File: src/rtl/np_uart_tx.sv
// 8N1 UART transmitter fed by a small byte FIFO, with a programmable clocks-per-bit divider.
// The line is driven straight from a flop; back-to-back frames share no idle bit.
module np_uart_tx #(
  parameter int unsigned DEFAULT_DIV = 106,
  parameter int unsigned FIFO_AW     = 2
) (
  input  logic               CLK,
  input  logic               RST,
  input  logic               DIV_WE,
  input  logic [31:0]        DIV_DI,
  output logic [31:0]        DIV_DO,
  input  logic               TX_VALID,
  input  logic [7:0]         TX_DATA,
  output logic               TX_READY,
  output logic               TX_BUSY,
  output logic [FIFO_AW:0]   FIFO_LEVEL,
  output logic               SERIAL_TX
);

  localparam int unsigned      DEPTH    = 1 << FIFO_AW;
  localparam logic [FIFO_AW:0] FULL_LVL = {1'b1, {FIFO_AW{1'b0}}};
  localparam logic [FIFO_AW:0] PTR_ONE  = {{FIFO_AW{1'b0}}, 1'b1};

  typedef enum logic [1:0] {
    S_IDLE  = 2'd0,
    S_START = 2'd1,
    S_DATA  = 2'd2,
    S_STOP  = 2'd3
  } state_t;

  logic [7:0]       mem_q [DEPTH];
  logic [FIFO_AW:0] wr_ptr_q, wr_ptr_d;
  logic [FIFO_AW:0] rd_ptr_q, rd_ptr_d;
  logic [FIFO_AW:0] level_s;
  logic             empty_s, full_s, push_s, pop_s;
  logic [7:0]       head_s;

  logic [31:0]      div_q, div_eff_s;
  state_t           state_q;
  logic [7:0]       shift_q;
  logic [31:0]      cnt_q, div_lat_q;
  logic [2:0]       bit_idx_q;
  logic             tx_q, cnt_zero_s;

  // Extra pointer MSB separates full from empty; the difference stays right across wrap.
  assign level_s    = wr_ptr_q - rd_ptr_q;
  assign empty_s    = (level_s == {(FIFO_AW+1){1'b0}});
  assign full_s     = (level_s == FULL_LVL);
  assign push_s     = TX_VALID & ~full_s;
  assign cnt_zero_s = (cnt_q == 32'd0);
  assign pop_s      = ~empty_s & ((state_q == S_IDLE) | ((state_q == S_STOP) & cnt_zero_s));
  assign head_s     = mem_q[rd_ptr_q[FIFO_AW-1:0]];
  assign wr_ptr_d   = push_s ? (wr_ptr_q + PTR_ONE) : wr_ptr_q;
  assign rd_ptr_d   = pop_s  ? (rd_ptr_q + PTR_ONE) : rd_ptr_q;
  assign div_eff_s  = (div_q < 32'd2) ? 32'd2 : div_q;

  assign DIV_DO     = div_q;
  assign FIFO_LEVEL = level_s;
  assign TX_READY   = ~full_s;
  assign TX_BUSY    = (state_q != S_IDLE) | ~empty_s;
  assign SERIAL_TX  = tx_q;

  // FIFO storage (data only, no reset needed)
  always_ff @(posedge CLK) begin
    if (push_s) begin
      mem_q[wr_ptr_q[FIFO_AW-1:0]] <= TX_DATA;
    end
  end

  // FIFO pointers and divider register
  always_ff @(posedge CLK or posedge RST) begin
    if (RST) begin
      wr_ptr_q <= {(FIFO_AW+1){1'b0}};
      rd_ptr_q <= {(FIFO_AW+1){1'b0}};
      div_q    <= 32'(DEFAULT_DIV);
    end else begin
      wr_ptr_q <= wr_ptr_d;
      rd_ptr_q <= rd_ptr_d;
      if (DIV_WE) begin
        div_q <= DIV_DI;
      end
    end
  end

  // Frame sequencer; the divider is latched per frame so mid-frame writes wait for the next start bit
  always_ff @(posedge CLK or posedge RST) begin
    if (RST) begin
      state_q   <= S_IDLE;
      tx_q      <= 1'b1;
      shift_q   <= 8'd0;
      cnt_q     <= 32'd0;
      div_lat_q <= 32'd0;
      bit_idx_q <= 3'd0;
    end else begin
      case (state_q)
        S_IDLE: begin
          if (pop_s) begin
            shift_q   <= head_s;
            cnt_q     <= div_eff_s - 32'd1;
            div_lat_q <= div_eff_s;
            tx_q      <= 1'b0;
            state_q   <= S_START;
          end
        end
        S_START: begin
          if (cnt_zero_s) begin
            tx_q      <= shift_q[0];
            bit_idx_q <= 3'd0;
            cnt_q     <= div_lat_q - 32'd1;
            state_q   <= S_DATA;
          end else begin
            cnt_q <= cnt_q - 32'd1;
          end
        end
        S_DATA: begin
          if (cnt_zero_s) begin
            cnt_q <= div_lat_q - 32'd1;
            if (bit_idx_q == 3'd7) begin
              tx_q    <= 1'b1;
              state_q <= S_STOP;
            end else begin
              tx_q      <= shift_q[1];
              shift_q   <= {1'b0, shift_q[7:1]};
              bit_idx_q <= bit_idx_q + 3'd1;
            end
          end else begin
            cnt_q <= cnt_q - 32'd1;
          end
        end
        S_STOP: begin
          if (pop_s) begin
            shift_q   <= head_s;
            cnt_q     <= div_eff_s - 32'd1;
            div_lat_q <= div_eff_s;
            tx_q      <= 1'b0;
            state_q   <= S_START;
          end else if (cnt_zero_s) begin
            state_q <= S_IDLE;
          end else begin
            cnt_q <= cnt_q - 32'd1;
          end
        end
        default: begin
          state_q <= S_IDLE;
          tx_q    <= 1'b1;
        end
      endcase
    end
  end

endmodule

File: config.mk
export PLATFORM = sky130hd
export DESIGN_NAME = np_uart_tx
export DESIGN_NICKNAME = d
export VERILOG_FILES = /design/src/rtl/np_uart_tx.sv
export SDC_FILE = /design/constraint.sdc
export NUM_CORES = 1
export LEC_CHECK = 0
export ABC_AREA = 1
export CORE_MARGIN = 8
export CORE_UTILIZATION = 59
export CTS_CLUSTER_SIZE = 8
export DETAILED_ROUTE_END_ITERATION = 8
export GPL_TIMING_DRIVEN = 0
export PLACE_DENSITY = 0.81
export RECOVER_POWER = 50
export SLEW_MARGIN = 25
export SYNTH_ARGS = -nofsm -noshare
export SYNTH_HDL_FRONTEND = slang
export SYNTH_SLANG_ARGS = --single-unit
File: constraint.sdc
create_clock -name CLK -period 8.3 [get_ports CLK]
set_input_delay 1.66 -clock CLK [delete_from_list [all_inputs] [get_ports CLK]]
set_output_delay 1.66 -clock CLK [all_outputs]
set_load 0.01 [all_outputs]
### Word-level counts from Yosys, hierarchy flattened

Memory sizes are Yosys's and may differ from the RTL's.
Cells that the tools add are included.

| operators by class | value |
|---|---|
| order comparisons | 1 |
| reduce and logical (&&, ||, !) cells | 14 |
| equality and inequality tests | 13 |
| bitwise operators | 7 |
| add/subtract/negate cells | 7 |
| multiplexer cells | 28 |

Operator list:

| kind | number |
|---|---|
| two-way mux 32 bit | 5 |
| one-hot mux 32 bit (3 select lines) | 1 |
| subtractor 32 x 1 -> 32 bit (second input constant) | 3 |
| logical NOT 32 bit | 1 |
| < comparator 32 x 2 -> 1 bit (second input constant) | 1 |
| two-way mux 8 bit | 3 |
| one-hot mux 8 bit (2 select lines) | 1 |
| two-way mux 2 bit | 6 |
| inequality test 2 bit (second input constant) | 5 |
| adder 3 x 1 -> 3 bit (second input constant) | 3 |
| two-way mux 3 bit | 3 |
| one-hot mux 2 bit (4 select lines) | 1 |
| AND reduction 4 bit | 2 |
| equality test 3 bit (second input constant) | 2 |
| two-way mux 1 bit | 6 |
| inequality test 3 bit (second input constant) | 2 |
| one-hot mux 3 bit (2 select lines) | 1 |
| nonzero test 2 bit | 3 |
| AND reduction 5 bit | 1 |
| equality test 2 bit (second input constant) | 2 |
| AND reduction 2 bit | 2 |
| OR reduction 2 bit | 2 |
| bitwise AND 1 bit | 3 |
| logical NOT 3 bit | 1 |
| other kinds (8) | 10 |

| storage, ports and cells | value |
|---|---|
| output and inout bits | 38 |
| memory bits (writable) | 32 |
| flip-flop bits (word level) | 116 |
| memories | 1 |

Memory list:

| name | words | width | read ports | clocked after Yosys merged registers in | wr ports | RTL line | RTL |
|---|---|---|---|---|---|---|---|
| mem_q | 4 | 8 | 1 | 0 | 1 | 31 | `logic [7:0] mem_q [DEPTH];` |

### Logic depth before layout (Yosys ltp)

Gate-level depths: netlist of the first run.

| depth | value |
|---|---|
| depth in word-level cells | 6 |
| depth in mapped cells | 18 |

### Worst setup path after synthesis of the first run

Ideal clock, no wire load.

| timing | value |
|---|---|
| path kind | reg2out |
| start | reg wr_ptr_q[0] |
| end | out TX_BUSY |
| arrival | 1.786 ns |
| stages on the path, launching flop included | 9 |
| setup slack | 4.854 ns |
| path through | dfrtp_1 > inv_1 > ha_1 > fa_1 > xor2_1 > xnor2_1 > nand3_1 > nor2_1 > inv_1 |

| between the ends | value |
|---|---|
| cells in the longest elaborated chain, start to end | 4 |

RTL lines:

| element | RTL line | RTL |
|---|---|---|
| start, declared | 32 | `logic [FIFO_AW:0] wr_ptr_q, wr_ptr_d;` |
| start signal, assigned | 73 | `wr_ptr_q <= {(FIFO_AW+1){1'b0}};` |
| start signal, assigned | 77 | `wr_ptr_q <= wr_ptr_d;` |
| subtractor 3 bit | 46 | `assign level_s = wr_ptr_q - rd_ptr_q;` |
| logical NOT 3 bit | 47 | `assign empty_s = (level_s == {(FIFO_AW+1){1'b0}});` |
| NOT 1 bit | 60 | `assign TX_BUSY = (state_q != S_IDLE) \| ~empty_s;` |
| OR 1 bit | 60 |  |
| end, declared | 15 | `output logic TX_BUSY,` |

Every way passes these cells.

### Final worst setup path of the first run

Same ends and word-level chain as after synthesis.

==> flow_summary.ini, run 1 <==
[run_status]
outcome = complete, but fails checks
violations = max-capacitance violations, max-slew violations

[synthesis]
synthMuxAreaShare_pct = 0.3378
synth.yosys.seq_area_share_pct = 41.79
syn_area_um2 = 9260
synth_xor_area_share_pct = 6.053
synth-main-ff-cell = dfrtp_1
synth.top_cell.area_share_pct = 30.00
synth-compound-area-share_pct = 10.50
yosys_register_bits = 148
yosys.area.top_type = dfrtp_1
async_reset_ff_share_pct = 78.38
synth_edf_count = 32
syn_avg_cell_area_um2 = 7.326
synthSimpleGateAreaFrac_pct = 31.87
yosysWarnings = 0
netlist_top_cells_count = nand2_1, nor2_1, inv_1
syn_nets = 1326
synth_top_family_by_area = simple AND/OR/NAND/NOR gates
yosysMostFrequentCell = nand2_1
synthTopCellsByArea = dfrtp_1, nand2_1, edfxtp_1
synth_fa_ha_area_share_pct = 2.513
ys_types = 49
syn_inst = 1264

[routing]
wl_met1_um = 12340
drtAntennaViolNets = 0
vias_per_cell = 5.517
wl_per_cell_um = 16.79
drt_iter0_markers = 841
drt-total-wl_um = 26750
top_layer = met4
drc = 0
wl_met2_um = 11500
num_vias = 8788
dr_wl_met3_um = 2303
firstDrtPassIters = 7

[critical_path]
crit_fanout = 4
worstPathRequired_ps = 6640
endpoint_kind = output pin
rrSetupSlack_ps = 4790
critPathMaxStageDelay_ps = 490
rr_startpoint = DIV_DO[24]
worst_setup_path_start_kind = flip-flop
r2r_end = cnt_q[30]
path_cells = inv_1, ha_1, fa_1, xor2_1, xnor2_1, nand3_1, nor2_1, inv_1, clkdlybuf4s50_1
cp_common_cell = inv_1
arrival_ps = 3090
slowest_stage = clkdlybuf4s50_1
critPathKind = reg -> out
worst_r2r_path_depth = 17

[global_routing]
track_usage_pct = 27.65
grt_pass1_wl_um = 43370
grt_pass1_vias = 8448
grt_start_max_net_pins = 79
antenna_found_initial = 0
overflow = 0

[pwr]
vdd.ir_drop.worst_v = 0.0001952
cellPowerDensity_nw_per_um2 = 243.9
p_total_uw = 2675
p_leak_uw = 0.004972

[clock_network]
clock_latency_ps = 430
cts_setup_buffers = 0
post_cts_resize_count = 0
ctsHoldBuffers = 0
cts_root_buf = clkbuf_16
cts_buffers = 17
cts.sinks = 148
cts_buffer_depth = 2
cts_tree = done
clk_pin_slew_worst_paths_ps = 60
cts_max_level = 4

[min_path]
hold_end = rd_ptr_q[2]
hold_start = rd_ptr_q[2]
hp-class = reg -> reg
hold_path_depth = 1

[timing]
fin_worst_skew_ps = 8.545
finalCritPeriodShare_pct = 57.25
tns_ps = 0
setup_viol = 0
worstMarginPinSlew_ps = 1932
rsz0062_at_grt = no
hold_viol = 0
max_freq_mhz = 210.5
fin_crit_ps = 4752
slew_headroom_pct = -29.48
fin_ws_ps = 3548
slew_viol_final = 39

[floorplan]
chipWidth_um = 141.3
die_area_um2 = 19960
core-area_um2 = 15600
num_rows = 46
ioPinCount = 82
start_util_pct = 59.37
die_h_um = 141.3

[place]
gp_congestion = 0.9286
pre_cts_ws_ps = 4038
dp_hpwl_um = 20570
io_buffers = 80

[final_layout]
diodes = 0
fin_nets = 1426
area_growth_pct = 18.42
drive_gt1_share_pct = 7.190

[run]
drv_cap = 1
## flip-flops by register name (all words and copies together) (netlist names), 2 cells and up
signal,count
rd_ptr_q,3
shift_q,8
DIV_DO,32
mem_q,32
wr_ptr_q,3
cnt_q,32
state_q,2
bit_idx_q,3
div_lat_q,32
## area by class of cell
type                            instances  area (um^2)
Multi-Input combinational cell        958         4748
Timing Repair Buffer                   81        828.3
Sequential cell                       148         3870
Tap cell                              216        270.3
Clock buffer                           18        429.2
Fill cell                            1278         4632
Clock inverter                         14        176.4
Inverter                              119        447.9
Buffer                                 39        195.2
## cell families after synthesis
family | after synthesis
and+or+nand+nor | 694
AOI/OAI and AO/OA | 179
buffers and inverters | 158
DFF | 148
xor gates and xnor gates | 64
adders and majority gates | 18
muxes | 3
## how the worst max path moves through the flow
stage,start,endpoint,slack (ps),cells past startpoint
after floorplan,RST,DIV_DO[0],3580,1
after global placement,RST,wr_ptr_q[1],1900,2
after detailed placement,wr_ptr_q[0],TX_BUSY,4040,9
after CTS,wr_ptr_q[0],TX_BUSY,3580,9
after global routing,wr_ptr_q[0],TX_BUSY,3390,9
final,wr_ptr_q[0],TX_BUSY,3550,9
## critical path: cells and delay by family (launching register included)
kind                       cells  cell delay, ps
xor gates and xnor gates       2             430
adders and majority gates      2             590
buffers and inverters          3             690
DFF                            1             370
and+or+nand+nor                2             580
## layout by cell type (no fill, tap or decap), drive strengths merged, types with 6 or more instances in the layout
cell type      Yosys  layout
a32oi              6       6
clkbuf            18      37
buf               21      21
nand3             88      88
edfxtp            32      32
or2                6       6
clkdlybuf4s50      0      71
nor2             196     196
ha                17      17
o21ai            111     111
a21oi             43      43
xnor2             11      11
o211ai             6       6
nand2            371     371
inv              119     123
dlygate4sd3        0       9
nor3               8       8
nand4             20      20
dfrtp            111     111
xor2              53      53
## stage by stage
stage | cell area (um^2) | util [%] | instances | hold slack [ps]
detailed placement | 10360 | 66.44 | 1561 | 475.7
finish | 10970 | 70.30 | 1593 | 496.5
floorplan | 9260 | - | 1264 | 452.5
CTS | 10970 | 70.33 | 1593 | 489.9
global route | 10970 | 70.30 | 1593 | 506.7
global placement | 10330 | 66.24 | 1560 | 469.1
## layer usage
| metal | vias up | GRT usage [%] |
|---|---|---|
| li1 | 4289 | - |
| met1 | 4039 | 39.20 |
| met2 | 401 | 40.76 |
| met3 | 59 | 6.687 |
| met4 | 0 | 9.106 |
| met5 | - | 0 |
## where the power goes
part           total, uW  leakage, uW  switching (uW)  internal (uW)
clock network        802     0.000297             324            478
logic                794      0.00305             485            309
registers           1080      0.00162             163            916
Power figures use the tool's default switching activity.
==> run 2, diff against run 1 <==
- clock period: 8.3 -> 4.5 ns (I/O delays scaled with it)
==> run 2 against run 1 <==
Net effect:
- the run still ends with max-capacitance violations, max-slew violations left
- highest routed layer unchanged
- final area is the same
- critical path type unchanged
- worst hold slack lost 4.8 ps
- combinational power grew 85%
- sequential share of layout area is the same
==> flow_summary.ini, run 2 (synthesis results as in run 1) <==
[floorplan]
chipWidth_um = 141.3
core-area_um2 = 15600
num_rows = 46
ioPinCount = 82
start_util_pct = 59.37
die_h_um = 141.3
die_area_um2 = 19960

[critical_path]
rr_startpoint = DIV_DO[24]
r2r_end = cnt_q[30]
rrSetupSlack_ps = 1000
critPathKind = reg -> out
worstPathRequired_ps = 3600
critPathMaxStageDelay_ps = 490
worst_r2r_path_depth = 17
crit_fanout = 4
endpoint_kind = output pin
path_cells = inv_1, ha_1, fa_1, xor2_1, xnor2_1, nand3_1, nor2_1, inv_1, clkdlybuf4s50_1
critPathLaunch = wr_ptr_q[0]
critPathBufInv = 3
slowest_stage = clkdlybuf4s50_1
cp_common_cell = inv_1
worst_setup_path_start_kind = flip-flop
arrival_ps = 3090
critical-path-top-delay-family = buffers and inverters

[clock_network]
cts_max_level = 4
clk_pin_slew_worst_paths_ps = 60
cts_tree = done
clock_latency_ps = 430
cts.sinks = 148
ctsHoldBuffers = 0
cts_setup_buffers = 0
cts_buffers = 17
cts_root_buf = clkbuf_16
cts_buffer_depth = 2
post_cts_resize_count = 0

[run_status]
outcome = complete, but fails checks
violations = max-capacitance violations, max-slew violations

[routing]
firstDrtPassIters = 7
vias_per_cell = 5.544
num_vias = 8831
drtAntennaViolNets = 0
drt_iter0_markers = 817
drt-total-wl_um = 26790
wl_per_cell_um = 16.82
drc = 0

[place]
io_buffers = 80
dp_hpwl_um = 20570
gp_congestion = 0.9286

[min_path]
hold_path_depth = 2
hp-class = reg -> reg
hold_end = shift_q[0]
hold_start = shift_q[0]

[timing]
fin_worst_skew_ps = 8.498
tns_ps = 0
rsz0062_at_grt = no
worstMarginPinSlew_ps = 1939
fin_crit_ps = 3992
max_freq_mhz = 250.5
slew_viol_final = 39
setup_viol = 0
slew_headroom_pct = -30.01
finalCritPeriodShare_pct = 88.72
hold_viol = 0

[final_layout]
diodes = 0
multi_input_area_um2 = 4748
final_common_cell = nand2_1
layout_common_cells = nand2_1, nor2_1, inv_1
nFillCells = 1278
area_growth_pct = 18.42
ff_latch_area_um2 = 3870
drive_gt1_share_pct = 7.190
fin_nets = 1426

[pwr]
p_clk_share_pct = 30.0
switching_share_pct = 36.39
intPower_uw = 3141
p_leak_uw = 0.004972
p_total_uw = 4938
p_switching_uw = 1797
seqPwrFrac_pct = 40.3
cellPowerDensity_nw_per_um2 = 450.3
pwr-share-comb_pct = 29.7
vdd.ir_drop.worst_v = 0.0003600

[global_routing]
track_usage_pct = 27.67
grt_start_max_net_pins = 79
overflow = 0
grt_pass1_wl_um = 43400
antenna_found_initial = 0
grt_pass1_vias = 8443

[run]
drv_cap = 1
[run 2: cell types whose count changed in the layout (fill, tap and decap cells not counted), sizes merged]
cell and change:
clkbuf -1, buf +1
[run 2: worst max path at each step]
stage | slack [ps] | cells past startpoint | end
final | 510 | 9 | TX_BUSY
after global routing | 350 | 9 | TX_BUSY
after CTS | 540 | 9 | TX_BUSY
after detailed placement | 1000 | 9 | TX_BUSY
after global placement | -1140 | 2 | wr_ptr_q[1]
after floorplan | 540 | 1 | DIV_DO[0]
[run 2: area by class of cell]
cell class	count	share of cell area [%]
multi-input combinational	958	43.30
sequential	148	35.29
timing repair buffer	81	7.554
inverter	119	4.085
clock buffer	18	3.914
tap	216	2.465
buffer	39	1.780
clock inverter	14	1.609
[run 2: per-layer routing]
layer	global-route usage, %	up-vias	wire [um]
li1	-	4288	-
met1	39.30	4081	12290
met2	40.81	407	11520
met3	6.620	55	2390
met4	8.993	0	593
met5	0	-	0
[run 2: power groups by stage]
stage | combinational, uW | clock (uW) | sequential [uW]
after floorplan | 985 | 0 | 1940
after global placement | 1390 | 0 | 1990
after detailed placement | 1430 | 0 | 2000
after CTS | 1450 | 1480 | 1980
after global routing | 1650 | 1540 | 2020
final | 1470 | 1480 | 1990
[run 2: per-stage QoR]
stage               cell area, um^2  utilization (%)  setup slack, ps  std cells  hold WS, ps
floorplan                      9260                -            535.9       1264        452.5
global placement              10330            66.24            -1138       1560        469.1
detailed placement            10360            66.44            998.3       1561        475.7
CTS                           10970            70.33            535.5       1593        489.9
global route                  10970            70.30            351.0       1593        506.7
finish                        10970            70.30            507.5       1593        491.7
[run 2: tightest hold or removal path, stage by stage (launching register included)]
cell and delay, ps:
dfrtp_1 350, nand2_1 50, o21ai_0 60
